## config.mk

```make
export PLATFORM = sky130hd
export DESIGN_NAME = tid_launch_controller
export DESIGN_NICKNAME = d
export VERILOG_FILES = /design/src/rtl/tid_launch_pkg.sv /design/src/rtl/tid_launch_controller_credit_counter.sv /design/src/rtl/tid_launch_controller.sv
export SDC_FILE = /design/constraint.sdc
export NUM_CORES = 1
export LEC_CHECK = 0
export ABC_AREA = 1
export CORE_UTILIZATION = 40
export DETAILED_ROUTE_END_ITERATION = 8
export PLACE_DENSITY = 0.67
export SKIP_LAST_GASP = 1
export SYNTH_ARGS = -nofsm -noshare
export SYNTH_HDL_FRONTEND = slang
export SYNTH_SLANG_ARGS = --single-unit
```

## constraint.sdc

```tcl
create_clock -name clk -period 2.05 [get_ports clk]
set_clock_uncertainty 0.2 [all_clocks]
set_input_delay 0.41 -clock clk [delete_from_list [all_inputs] [get_ports clk]]
set_output_delay 0.41 -clock clk [all_outputs]
set_load 0.005 [all_outputs]
```

## src/rtl/tid_launch_pkg.sv

```systemverilog
// Shared types and helpers for the TID launch controller.
package tid_launch_pkg;

   typedef enum logic [1:0] {
      IDLE,
      ISSUE,
      DRAIN,
      DONE
   } launch_state_e;

   function automatic int unsigned tid_width(input int unsigned total);
      return $clog2(total + 1);
   endfunction

endpackage

```

## src/rtl/tid_launch_controller_credit_counter.sv

```systemverilog
// Up/down in-flight credit counter bounded to [0, MAX]; retires at zero are dropped and flagged.
module credit_counter #(
   parameter  int unsigned MAX = 16,
   localparam int unsigned CW  = $clog2(MAX + 1)
) (
   input  logic          clk,
   input  logic          rst_n,
   input  logic          inc,
   input  logic          dec,
   output logic [CW-1:0] count,
   output logic [CW-1:0] count_nxt,
   output logic          full,
   output logic          underflow
);

   logic [CW-1:0] count_q, count_d;
   logic          dec_ok;

   always_comb begin
      dec_ok    = dec && (count_q != '0);
      underflow = dec && (count_q == '0);
      full      = (count_q == CW'(MAX));
      count_d   = count_q;
      if (inc && !full) begin
         if (!dec_ok) begin
            count_d = count_q + 1'b1;
         end
      end else if (dec_ok) begin
         count_d = count_q - 1'b1;
      end
   end

   always_ff @(posedge clk or negedge rst_n) begin
      if (!rst_n) begin
         count_q <= '0;
      end else begin
         count_q <= count_d;
      end
   end

   assign count     = count_q;
   assign count_nxt = count_d;

endmodule

```

## src/rtl/tid_launch_controller.sv

```systemverilog
// Flow-controlled, completion-tracked TID issue for one CGRA kernel launch.
// Optional perf counters enabled by defining TID_LAUNCH_PERF_EN.
module tid_launch_controller
   import tid_launch_pkg::*;
#(
   parameter  int unsigned TOTAL_TID    = 512,
   parameter  int unsigned MAX_INFLIGHT = 16,
   localparam int unsigned TIDW         = tid_width(TOTAL_TID),
   localparam int unsigned CW           = $clog2(MAX_INFLIGHT + 1)
) (
   input  logic            clk,
   input  logic            rst_n,
   input  logic            launch_valid,
   output logic            launch_ready,
   input  logic [TIDW-1:0] launch_max_tid,
   input  logic            abort,
   output logic            tid_valid,
   input  logic            tid_ready,
   output logic [TIDW-1:0] tid,
   input  logic            retire_valid,
`ifdef TID_LAUNCH_PERF_EN
   output logic [31:0]     issue_stall_cycles,
   output logic [31:0]     launch_cycles,
`endif
   output logic [CW-1:0]   inflight,
   output logic            busy,
   output logic            done,
   output logic            aborted,
   output logic            err_retire
);

   localparam logic [TIDW-1:0] TID_LAST = TIDW'(TOTAL_TID - 1);

   launch_state_e   state_q, state_d;
   logic [TIDW-1:0] next_tid_q, next_tid_d;
   logic [TIDW-1:0] max_tid_q, max_tid_d;
   logic            aborted_q, aborted_d;
   logic            err_q, err_d;
   logic            issue_hs, accept;
   logic            cc_full, cc_underflow;
   logic [CW-1:0]   cc_count, cc_count_nxt;

   // Valid depends only on state and credit count, so no input reaches an output.
   assign tid_valid    = (state_q == ISSUE) && !cc_full;
   assign issue_hs     = tid_valid && tid_ready;
   assign accept       = (state_q == IDLE) && launch_valid;
   assign tid          = next_tid_q;
   assign inflight     = cc_count;
   assign launch_ready = (state_q == IDLE);
   assign busy         = (state_q != IDLE);
   assign done         = (state_q == DONE);
   assign aborted      = aborted_q;
   assign err_retire   = err_q;

   credit_counter #(
      .MAX (MAX_INFLIGHT)
   ) u_credit (
      .clk       (clk),
      .rst_n     (rst_n),
      .inc       (issue_hs),
      .dec       (retire_valid),
      .count     (cc_count),
      .count_nxt (cc_count_nxt),
      .full      (cc_full),
      .underflow (cc_underflow)
   );

   always_comb begin
      state_d    = state_q;
      next_tid_d = next_tid_q;
      max_tid_d  = max_tid_q;
      aborted_d  = aborted_q;
      err_d      = err_q | cc_underflow;
      unique case (state_q)
         IDLE: begin
            if (launch_valid) begin
               max_tid_d  = (launch_max_tid > TID_LAST) ? TID_LAST : launch_max_tid;
               next_tid_d = '0;
               aborted_d  = 1'b0;
               err_d      = cc_underflow;
               state_d    = ISSUE;
            end
         end
         ISSUE: begin
            if (issue_hs) begin
               if (next_tid_q == max_tid_q) begin
                  state_d = DRAIN;
               end else begin
                  next_tid_d = next_tid_q + 1'b1;
               end
            end
            if (abort) begin
               state_d   = DRAIN;
               aborted_d = 1'b1;
            end
         end
         DRAIN: begin
            if (cc_count_nxt == '0) begin
               state_d = DONE;
            end
         end
         DONE: begin
            state_d = IDLE;
         end
         default: state_d = IDLE;
      endcase
   end

   always_ff @(posedge clk or negedge rst_n) begin
      if (!rst_n) begin
         state_q    <= IDLE;
         next_tid_q <= '0;
         max_tid_q  <= '0;
         aborted_q  <= 1'b0;
         err_q      <= 1'b0;
      end else begin
         state_q    <= state_d;
         next_tid_q <= next_tid_d;
         max_tid_q  <= max_tid_d;
         aborted_q  <= aborted_d;
         err_q      <= err_d;
      end
   end

`ifdef TID_LAUNCH_PERF_EN
   logic [31:0] stall_q, stall_d;
   logic [31:0] lcyc_q, lcyc_d;

   // The accept cycle itself counts as the first launch cycle.
   always_comb begin
      stall_d = stall_q;
      lcyc_d  = lcyc_q;
      if (accept) begin
         stall_d = '0;
         lcyc_d  = 32'd1;
      end else if (state_q != IDLE) begin
         if (lcyc_q != '1) begin
            lcyc_d = lcyc_q + 32'd1;
         end
         if ((state_q == ISSUE) && (!tid_valid || !tid_ready) && (stall_q != '1)) begin
            stall_d = stall_q + 32'd1;
         end
      end
   end

   always_ff @(posedge clk or negedge rst_n) begin
      if (!rst_n) begin
         stall_q <= '0;
         lcyc_q  <= '0;
      end else begin
         stall_q <= stall_d;
         lcyc_q  <= lcyc_d;
      end
   end

   assign issue_stall_cycles = stall_q;
   assign launch_cycles      = lcyc_q;
`endif

endmodule

```

; After elaboration in Yosys (flattened, before gate mapping)
; Index checks and enable logic that the tools add are counted.
[totals]
register_bits = 29
latchBits = 0
mem_bits_rw = 0
mem_bits_ro = 0
in_bits = 16
out_inout_bits = 21
elab_cells = 58
n_memories = 0
[classes]
add_sub_neg = 3
multipliers = 0
div = 0
n_lt_le_gt_ge = 1
eq_ne = 12
n_shift = 0
n_mux = 19
bitwise_logic = 1
n_reduce_logical = 16
[op_table]
columns = cell, count
row1 = $mux 10, 4
row2 = $pmux 10 s2, 1
row3 = $mux 5, 3
row4 = $add 10x1->10 const B, 1
row5 = $eq 10x10->1, 1
row6 = $gt 10x9->1 const B, 1
row7 = $logic_not 5->1, 2
row8 = $mux 2, 5
row9 = $ne 2x2->1 const B, 4
row10 = $pmux 2 s4, 1
row11 = $reduce_and 4->1, 2
row12 = $ne 3x2->1 const B, 2
row13 = $add 5x1->5 const B, 1
row14 = $eq 5x5->1 const B, 1
row15 = $logic_and 1x1->1, 5
row16 = $reduce_bool 5->1, 1
row17 = $sub 5x1->5 const B, 1
row18 = $eq 2x2->1 const B, 2
row19 = $mux 1, 4
row20 = $reduce_bool 2->1, 2
row21 = $reduce_and 3->1, 1
row22 = $eq 2x1->1 const B, 1
row23 = $logic_not 2->1, 1
row24 = $ne 2x1->1 const B, 1
row25 = other kinds (4), 4

; Depth between registers and ports, before layout
; Gate-level depths: netlist (run 1).
[logic_depth]
depth_word = 9
ltp_mapped = 15
ltp_nobuf = 15

; Modules after synthesis
; From an unflattened synthesis (run 1), not the netlist that was laid out.
[hier_totals]
hier_cells = 299
area_unflattened_um2 = 2109.5
[modules_own_cells]
columns = mod, instances, cells_per_inst, area_per_inst_um2, seq_area_each_um2
row1 = tid_launch_controller, 1, 222, 1551.5, 600.6
row2 = credit_counter, 1, 77, 558.0, 125.1

; Worst setup path before layout (run 1)
; No wires, ideal clock.
[synth_timing]
kind = register to register
start = reg u_credit.count_q[0] (netlist: u_credit.count[0])
end = reg state_q[0]
setup_time_ps = 117
arrival_ps = 1645
required_time_ps = 1733
setup_slack_ps = 88
stages_incl_launch_ff = 14
n_path_buf = 0
period_less_slack_ps = 1962
path_cell_list = dfrtp_1 -> inv_1 -> ha_1 -> nand3_4 -> nand2_4 -> nand2_2 -> nand3_1 -> nand2_2 -> nor2_1 -> nand3_1 -> nand2_2 -> nand2_2 -> nand2_1 -> nand2_1
[synth_between]
elab_chain_cells = 9
word_cells_on_any_way = 16
cone_classes = add/sub: 2 / eq/ne: 3 / mux: 3 / reduce/logical: 8
[synth_lines]
columns = item, line
row1 = "start, declared", tid_launch_controller_credit_counter.sv:16  ; logic [CW-1:0] count_q, count_d;
row2 = "start signal, assigned", tid_launch_controller_credit_counter.sv:37  ; count_q <= count_d;
row3 = branches (longest 5 deep; another with $sub 5x1->5), --
row4 = $mux 5 (*), tid_launch_controller_credit_counter.sv:24  ; if (inc && !full) begin
row5 = net cc_count_nxt[0], tid_launch_controller.sv:41  ; logic [CW-1:0] cc_count, cc_count_nxt;
row6 = $logic_not 5->1 (*), tid_launch_controller.sv:98  ; if (cc_count_nxt == '0) begin
row7 = $ne 2x2->1 (no source line) (*), --
row8 = $reduce_and 4->1 (no source line) (*), --
row9 = "end signal, assigned", tid_launch_controller.sv:117  ; state_q <= state_d;
row10 = "end, declared", tid_launch_controller.sv:34  ; launch_state_e state_q, state_d;
; Mark *: on every way through the listed nets, which the timed path passes.
; A chain may end at the register's enable or synchronous reset.

; Worst setup path in the final report (run 1)
[layout_timing]
start = reg state_q[1]
end = out launch_ready
[layout_between]
elab_chain_cells = 1
[layout_lines]
columns = item, line
row1 = $logic_not 2->1, tid_launch_controller.sv:49  ; assign launch_ready = (state_q == IDLE);
row2 = "end, declared", tid_launch_controller.sv:14  ; output logic launch_ready,
; Every way passes these cells.

==> out/metrics.cfg, run 1 <==
[grt]
grt_start_max_net_pins=30
antenna_found_initial=0
grt_pass1_vias=1616
grt_util_all_layers_pct=19.2
grt_pass1_wl_um=7600
grt_overflow_total=0

[logic_synthesis]
synth_edf_count=0
synth_cells=264
ys_seq_area_share_pct=38.4
ys_seq_elements=29
synth_nets=287
synth.avg_cell_area_um2=7.17
ys_types=27
synthesis.area_um2=1890
yosys_warnings=0
synthFlopType=dfrtp_1
async_flop_share_pct=100

[route]
first_pass_iters=6
drtAntennaViolNets=0
vias=1856
drc=2
wl_um=4620
routedWlPerCell_um=12.4
dr.first_iter.drc_count=206
vias_per_cell=4.98

[cts]
clk_latency_ps=280
cts.sinks=29
root_buffer=clkbuf_8
htreeDepth=2
clockBufferDepth=2
tritoncts=built
cts_buffers=5
clk_pin_slew_ps=70
hold_buffers=0

[sta]
tightest_slew_ps=462
finalSetupViolations=1
min_period_ps=2070
finalCritPeriodShare_pct=101
maxSlewHeadroom_pct=69.2
finalWorstSetupSlack_ps=-17.6
drv_slew=0
timing_hold_violations_final=0
rsz0062_at_grt=true
fmax_ghz=0.484

[cells_and_area]
fin_area_um2=2640
layout_commonest_cell=nand2_1
utilization_pct=59.5
final_cell_mix=nand2_1, clkdlybuf4s50_1, o21ai_0, dfrtp_1, inv_1
drive_above_1_share_pct=22.1
syn2layout_area_growth_pct=39.7
diodes=0
ff_latch_area_um2=728
final.fill_count=407
nNetsFinal=343
multi_input_area_um2=1110

[power_and_ir_drop]
total_power_mw=3.49
power.density_nw_per_um2=1320
p_leak_nw=1.25
peakVddDrop_v=0.000693

[critical_path]
end_kind=output pin
critPathKind=flip-flop to output pin
slowest_delay_ps=500
critPathLaunchType=flip-flop
timing.rr.end=state_q[0]
cp-startpoint=state_q[1]
cp.arrival_ps=1460
worst-endpoint-required_ps=1440
reg2reg_from=u_credit.count[0]
r2r_slack_ps=80
ff2ff_path_depth=14
cp_cell_sequence=inv_2 -> ha_4 -> clkdlybuf4s50_1
crit_slowest_cell=clkdlybuf4s50_1
path_max_fanout=5

[placement]
dpl-instance-area_um2=2430
hpwl_um=3300
place.gp.congestion=0.805
port_buffers=36
dpl_worst_slack_ps=-146

[floorplanning]
coreArea_um2=4440
die_w_um=70.8
die-area_um2=5010
initial_core_util_pct=42.6
fp-row-count=24
num_io_pins=37
fp.dieH_um=70.8

[run]
drv_cap=0

[hold_path]
hold_class=input port to asynchronous set/reset pin

[run_status]
status=finished, violations left
violations=design-rule violations, negative setup slack

through the flow:
| step | hold slack, ps | std cells | TNS [ps] |
|---|---|---|---|
| after global routing | 336 | 373 | -103 |
| after floorplan | -85.6 | 264 | 0 |
| after detailed placement | 302 | 363 | -277 |
| final | 302 | 373 | -17.6 |
| after CTS | 316 | 373 | -36.6 |
| after global placement | 292 | 363 | -149 |
worst max-delay path: cells and delay by family, from the launching register on:
kind       cells  cell delay (ps)
fa+ha+maj      1              160
buf+inv        2              610
flops          1              410
sequential cells by signal, summed over array words and instances (netlist names):
register and count:
max_tid_q 10, tid 10, u_credit.count 5, state_q 2
aborted 1, err_retire 1
worst max path at each step:
| stage | slack, ps | to |
|---|---|---|
| 2_1_floorplan | 90 | state_q[0] |
| 3_3_place_gp | -80 | state_q[0] |
| 3_5_place_dp | -150 | state_q[0] |
| 4_1_cts | -20 | launch_ready |
| 5_1_grt | -50 | launch_ready |
| 6_report | -20 | launch_ready |
area by class of cell:
type	instances	area share, %
clock buffers	5	2.60
flip-flops and latches	29	27.6
clock inverters	3	0.852
well taps	52	2.46
inverters	30	4.26
multi-input cells	197	42.1
repair buffers	57	20.2
repair_timing:
item / 4_1_cts / 5_1_grt
buffers inserted: 2 / 0
pin swaps: 2 / 10
setup endpoints to repair: 4 / 14
hold endpoints to repair: 0 / 0
gates resized for setup: 12 / 19
gates cloned: 0 / 1
logic make-up (layout without fill, tap and decap cells):
logic type	Yosys count	count (layout)	share of synthesized area (%)
compound gates	36	36	9.92
xor+xnor	7	7	3.24
fa+ha+maj	7	7	4.63
buf+inv	39	95	8.33
flops	29	29	38.4
simple gates	146	147	35.5
cell usage after synthesis (2+ instances only):
library cell	instances	area share [%]
xor2_1	6	2.8
nand3_2	2	1.1
o21ai_1	2	0.53
clkbuf_1	4	0.79
dfrtp_1	29	38
nand4_1	4	1.3
buf_4	2	0.79
o21ai_0	27	7.1
inv_1	29	5.8
nor3_1	7	1.9
ha_1	7	4.6
nand2_2	5	1.7
or2_2	6	2.0
a21oi_1	5	1.3
nand3_1	24	6.3
nand2_1	80	16
buf_2	3	0.79
nor2_1	13	2.6
where the power goes:
group | internal, mW | switching (mW) | leakage, nW
Clock | 0.238 | 0.240 | 0.0364
Sequential | 0.775 | 0.158 | 0.368
Combinational | 0.963 | 1.12 | 0.841
Total | 1.98 | 1.52 | 1.25
routing by layer:
layer  vias to the layer above  GRT usage, %  routed length [um]
li1                        960             -                   -
met1                       845          28.2                2370
met2                        47          28.7                2050
met3                         4          3.85                 160
met4                         0          5.78                  39
met5                         -             0                   0
Power figures use the tool's default switching activity.
==> run 2: changes to the inputs <==
--- a/config.mk
+++ b/config.mk
@@ -6,6 +6,7 @@
 export NUM_CORES = 1
 export LEC_CHECK = 0
 export ABC_AREA = 1
+export CORE_ASPECT_RATIO = 1.75
 export CORE_UTILIZATION = 40
 export DETAILED_ROUTE_END_ITERATION = 8
 export PLACE_DENSITY = 0.67
==> out/metrics.cfg, run 2 (same netlist as run 1, synthesis figures left out) <==
[run_status]
status=finished, final reports clean  ; was finished, violations left

[cells_and_area]
final.fill_count=418  ; was 407
syn2layout_area_growth_pct=40.8  ; was 39.7%
nNetsFinal=350  ; was 343
utilization_pct=59.4  ; was 59.5%
final_cell_mix=nand2_1, clkdlybuf4s50_1, dfrtp_1  ; was nand2_1, clkdlybuf4s50_1, o21ai_0, dfrtp_1, inv_1
diodes=0  ; unchanged
drive_above_1_share_pct=21.4  ; was 22.1%
layout_commonest_cell=nand2_1  ; unchanged

[placement]
hpwl_um=3770  ; was 3300 um
port_buffers=36  ; unchanged
place.gp.congestion=0.879  ; was 0.805

[critical_path]
path_buf_inv=3  ; was 2
worst-endpoint-required_ps=1440  ; about the same
cp_top_family=flip-flops  ; was buffers and inverters
cp_cell_sequence=inv_2 -> ha_4 -> nand3_2 -> nand2_1 -> inv_1 -> dlygate4sd2_1  ; was inv_2 -> ha_4 -> clkdlybuf4s50_1
slowest_delay_ps=380  ; was 500 ps
cp.arrival_ps=1380  ; was 1460 ps
critPathKind=flip-flop to output pin  ; unchanged
crit_slowest_cell=dfrtp_1  ; was clkdlybuf4s50_1
path_max_fanout=2  ; was 5
critPathLaunchType=flip-flop  ; unchanged
end_kind=output pin  ; unchanged

[route]
wl_um=4890  ; was 4620 um
routedWlPerCell_um=12.9  ; was 12.4 um
vias=1911  ; was 1856
vias_per_cell=5.06  ; was 4.98
dr.first_iter.drc_count=40  ; was 206
first_pass_iters=4  ; was 6
drtAntennaViolNets=0  ; unchanged
drc=0  ; was 2

[power_and_ir_drop]
peakVddDrop_v=0.000800  ; was 0.000693 V
total_power_mw=3.51  ; was 3.49 mW
power.density_nw_per_um2=1320  ; about the same
p_leak_nw=1.30  ; was 1.25 nW

[cts]
htreeDepth=2  ; unchanged
root_buffer=clkbuf_8  ; unchanged
clockBufferDepth=2  ; unchanged
clk_latency_ps=280  ; about the same
cts.sinks=29  ; unchanged
clk_pin_slew_ps=60  ; was 70 ps
tritoncts=built  ; unchanged
cts_buffers=5  ; unchanged

[sta]
drv_slew=0  ; unchanged
hold-worst-slack_ps=308  ; was 302 ps
finalSetupViolations=0  ; was 1
min_period_ps=1990  ; was 2070 ps
timing_hold_violations_final=0  ; unchanged
fmax_ghz=0.502  ; was 0.484 GHz
finalCritPeriodShare_pct=97.1  ; was 101%
rsz0062_at_grt=true  ; unchanged
tightest_slew_ps=419  ; was 462 ps
maxSlewHeadroom_pct=71.8  ; was 69.2%

[floorplanning]
num_io_pins=37  ; unchanged
die-area_um2=5020  ; was 5010 um^2
initial_core_util_pct=42.2  ; was 42.6%
die_w_um=54.0  ; was 70.8 um
fp-row-count=32  ; was 24
fp.dieH_um=93.0  ; was 70.8 um
coreArea_um2=4480  ; was 4440 um^2

[grt]
grt_pass1_wl_um=7890  ; was 7600 um
grt_util_all_layers_pct=22.1  ; was 19.2%
grt_start_max_net_pins=30  ; unchanged
antenna_found_initial=0  ; unchanged
grt_pass1_vias=1755  ; was 1616
grt_overflow_total=0  ; unchanged

[hold_path]
hold_class=flip-flop to flip-flop  ; was input port to asynchronous set/reset pin

[run]
drv_cap=0  ; unchanged

## run 2: cell types whose count changed in the layout (fill, tap and decap cells not counted), moves of 2 or more
cell and change:
nand2_1 +3, nand2_2 -3, clkinvlp_4 -3, buf_4 +6
buf_6 +2
## run 2: worst register-to-register path: stages (launching register included)
cell and delay, ps:
dfrtp_2 430, buf_4 150, ha_4 160, buf_4 150, nand3_4 120, inv_4 70, nand2_1 80, nand2_2 70
nor2_2 120, nand3_2 80, nand2_2 90, nand2_2 60, nand2_1 60, nand2_1 50
## run 2: final cells by class
class | instances | area, um^2 | share of cell area, %
well taps | 51 | 63.8 | 2.40
repair buffers | 64 | 583 | 21.9
multi-input cells | 197 | 1090 | 40.9
inverters | 30 | 115 | 4.32
clock buffers | 7 | 86.3 | 3.24
flip-flops and latches | 29 | 727 | 27.3
## run 2: power breakdown
group | switching, mW | internal [mW] | leakage [nW] | total [mW]
Clock | 0.196 | 0.265 | 0.0443 | 0.462
Combinational | 1.11 | 1.00 | 0.883 | 2.12
Sequential | 0.155 | 0.777 | 0.369 | 0.932
Total | 1.46 | 2.05 | 1.30 | 3.51
## run 2: metal layers
| metal | wire length, um | vias up | global-route usage [%] |
|---|---|---|---|
| met3 | 176 | 14 | 3.41 |
| li1 | - | 972 | - |
| met1 | 1800 | 863 | 22.5 |
| met2 | 2700 | 62 | 39.5 |
| met4 | 203 | 0 | 13.5 |
| met5 | 0 | - | 0 |
## run 2: worst paths after layout
kind	slack [ps]	end	cells after the start	startpoint
hold / removal	310	err_retire	2	err_retire
setup reg to reg	60	state_q[1]	13	state_q[0]
setup / recovery	60	tid_valid	6	u_credit.count[0]
hold reg to reg	310	err_retire	2	err_retire
min in group asynchronous	320	tid[1]	2	rst_n
max in group asynchronous	1030	state_q[0]	2	rst_n
## run 2: timing repair
action	CTS	global route
endpoints found under the setup margin	14	14
pin swaps	2	7
setup buffers	5	1
cloned	0	1
resized for setup	13	17
endpoints found under the hold margin	0	0
hold buffers	0	0
## run 2: stage by stage
step           instance area [um^2]  setup TNS, ps  setup slack, ps  cells
2_1_floorplan                  1890              0             88.0    264
3_3_place_gp                   2440           -266             -116    364
3_5_place_dp                   2440           -461             -178    364
4_1_cts                        2600          -29.7            -29.7    376
5_1_grt                        2660          -84.8            -34.4    378
6_report                       2660              0             59.6    378
==> run 3: changes to the inputs <==
--- a/config.mk
+++ b/config.mk
@@ -7,9 +7,9 @@
 export LEC_CHECK = 0
 export ABC_AREA = 1
 export CORE_ASPECT_RATIO = 1.75
-export CORE_UTILIZATION = 40
+export CORE_UTILIZATION = 47
 export DETAILED_ROUTE_END_ITERATION = 8
-export PLACE_DENSITY = 0.67
+export PLACE_DENSITY = 0.76
 export SKIP_LAST_GASP = 1
 export SYNTH_ARGS = -nofsm -noshare
 export SYNTH_HDL_FRONTEND = slang
==> out/metrics.cfg, run 3 (same netlist as run 1, synthesis figures left out) <==
[grt]
grt_pass1_wl_um=8430  ; was 7890 um
grt_overflow_total=0  ; unchanged
grt_util_all_layers_pct=26.5  ; was 22.1%
grt_start_max_net_pins=30  ; unchanged
grt_pass1_vias=1942  ; was 1755
antenna_found_initial=0  ; unchanged

[cells_and_area]
nNetsFinal=348  ; was 350
syn2layout_area_growth_pct=40.1  ; was 40.8%
layout_commonest_cell=nand2_1  ; unchanged
drive_above_1_share_pct=21.2  ; was 21.4%
fin_area_um2=2650  ; was 2660 um^2
utilization_pct=68.5  ; was 59.4%
diodes=0  ; unchanged
final_cell_mix=nand2_1, clkdlybuf4s50_1, dfrtp_1  ; unchanged

[sta]
fmax_ghz=0.483  ; was 0.502 GHz
finalCritPeriodShare_pct=101  ; was 97.1%
maxSlewHeadroom_pct=71.4  ; was 71.8%
rsz0062_at_grt=true  ; unchanged
timing_hold_violations_final=0  ; unchanged
finalSetupViolations=2  ; was 0
drv_slew=0  ; unchanged
min_period_ps=2070  ; was 1990 ps
tightest_slew_ps=426  ; was 419 ps
finalWorstSetupSlack_ps=-21.9  ; was 59.6 ps

[placement]
dpl-instance-area_um2=2430  ; was 2440 um^2
port_buffers=36  ; unchanged
dpl_worst_slack_ps=-188  ; was -178 ps
place.gp.congestion=0.885  ; was 0.879
hpwl_um=3680  ; was 3770 um

[floorplanning]
die-area_um2=4290  ; was 5020 um^2
num_io_pins=37  ; unchanged
die_w_um=50.0  ; was 54.0 um
fp-row-count=30  ; was 32
coreArea_um2=3870  ; was 4480 um^2
initial_core_util_pct=48.9  ; was 42.2%
fp.dieH_um=85.9  ; was 93.0 um

[power_and_ir_drop]
netSwitchingFraction_pct=42.6  ; was 41.7%
power.density_nw_per_um2=1320  ; about the same
pwr-share-clk_pct=13.4  ; was 13.1%
p_leak_nw=1.30  ; about the same
seqPwrFrac_pct=27.1  ; was 26.5%
intPower_mw=2.01  ; was 2.05 mW
p_sw_mw=1.49  ; was 1.46 mW
peakVddDrop_v=0.000708  ; was 0.000800 V
comb_power_share_pct=59.5  ; was 60.3%

[route]
drtAntennaViolNets=0  ; unchanged
first_pass_iters=4  ; unchanged
vias_per_cell=5.17  ; was 5.06
drc=0  ; unchanged
vias=1934  ; was 1911
routedWlPerCell_um=13.5  ; was 12.9 um
dr.first_iter.drc_count=46  ; was 40
wl_um=5040  ; was 4890 um

[critical_path]
reg2reg_from=u_credit.count[0]  ; was state_q[0]
crit_slowest_cell=dfrtp_1  ; unchanged
r2r_slack_ps=-20  ; was 60 ps
ff2ff_path_depth=15  ; was 13
cpMostUsedCell=nand2_1
timing.rr.end=state_q[1]  ; unchanged
worst-endpoint-required_ps=2030  ; was 1440 ps
critPathKind=flip-flop to flip-flop  ; was flip-flop to output pin
critPathLaunchType=flip-flop  ; unchanged
cp_cell_sequence=inv_2 -> ha_4 -> buf_6 -> nand3_4 -> buf_6 -> nand3_1 -> nand2_1 -> nand2_1 -> nand2_1 -> nor2_1 -> nand3_1 -> nand2_2 -> nand2_2 -> nand2_2 -> nand2_1  ; was inv_2 -> ha_4 -> nand3_2 -> nand2_1 -> inv_1 -> dlygate4sd2_1
end_kind=flip-flop  ; was output pin
slowest_delay_ps=390  ; was 380 ps
cp.arrival_ps=2050  ; was 1380 ps
path_max_fanout=7  ; was 2

[cts]
clockBufferDepth=2  ; unchanged
htreeDepth=2  ; unchanged
tritoncts=built  ; unchanged
root_buffer=clkbuf_8  ; unchanged
hold_buffers=0  ; unchanged
clk_pin_slew_ps=60  ; about the same
clk_latency_ps=290  ; was 280 ps
cts.sinks=29  ; unchanged
cts_buffers=5  ; unchanged

[run]
drv_cap=0  ; unchanged

[run_status]
status=finished, violations left  ; was finished, final reports clean
violations=negative setup slack

[hold_path]
hold_class=input port to asynchronous set/reset pin  ; was flip-flop to flip-flop

run 3: changes by cell type in the layout (fill, tap and decap cells not counted), moves of 2 or more:
cell and change:
nor2_2 -2, buf_4 -3, clkinv_2 +2, nor2_1 +2
run 3: timing repair:
item                                   CTS  global route
resized for setup                       10            17
endpoints found under the hold margin    0             0
setup endpoints to repair                7            15
cloned                                   0             1
pin swaps                                2             8
buffers inserted                         2             4
run 3: routing by layer:
metal  up-vias  routed length, um  global-route usage [%]
li1        965                  -                       -
met1       897               1790                    25.4
met2        51               2840                    49.3
met3        21                155                    4.43
met4         0                252                    18.4
met5         -                  0                       0
run 3: power groups by stage:
| stage | sequential, mW | clock (mW) | combinational (mW) |
|---|---|---|---|
| 5_1_grt | 0.971 | 0.507 | 2.32 |
| 4_1_cts | 0.942 | 0.481 | 1.93 |
| 2_1_floorplan | 0.940 | 0 | 1.08 |
| 3_3_place_gp | 0.935 | 0 | 1.80 |
| 6_report | 0.949 | 0.467 | 2.08 |
| 3_5_place_dp | 0.942 | 0 | 1.84 |
run 3: area by class of cell:
| cell class | instances | area [um^2] |
|---|---|---|
| multi-input combinational | 197 | 1080 |
| fill | 336 | 1220 |
| clock inverter | 3 | 17.5 |
| sequential | 29 | 728 |
| timing repair buffer | 62 | 584 |
| tap | 48 | 60.1 |
| inverter | 30 | 113 |
| clock buffer | 5 | 68.8 |
run 3: worst max-delay path: cells and delay by family (launching register included):
family	cells	cell delay, ps
adders and majority gates	1	160
buffers and inverters	3	360
DFF	1	390
and+or+nand+nor	11	860
run 3: metrics by stage:
stage          hold slack (ps)  setup TNS (ps)  power, mW  std cells
3_5_place_dp               291            -365       2.78        359
2_1_floorplan            -85.6               0       2.02        264
4_1_cts                    308            -213       3.35        369
6_report                   306           -41.8       3.50        374
3_3_place_gp               299            -331       2.73        359
5_1_grt                    340            -353       3.79        374
run 3: worst max path at each step:
stage,startpoint,cells after the start,to
after detailed placement,retire_valid,12,state_q[1]
after CTS,state_q[1],5,tid_valid
after global routing,u_credit.count[0],15,state_q[0]
final,u_credit.count[0],15,state_q[1]
after global placement,retire_valid,12,state_q[0]
after floorplan,u_credit.count[0],13,state_q[0]
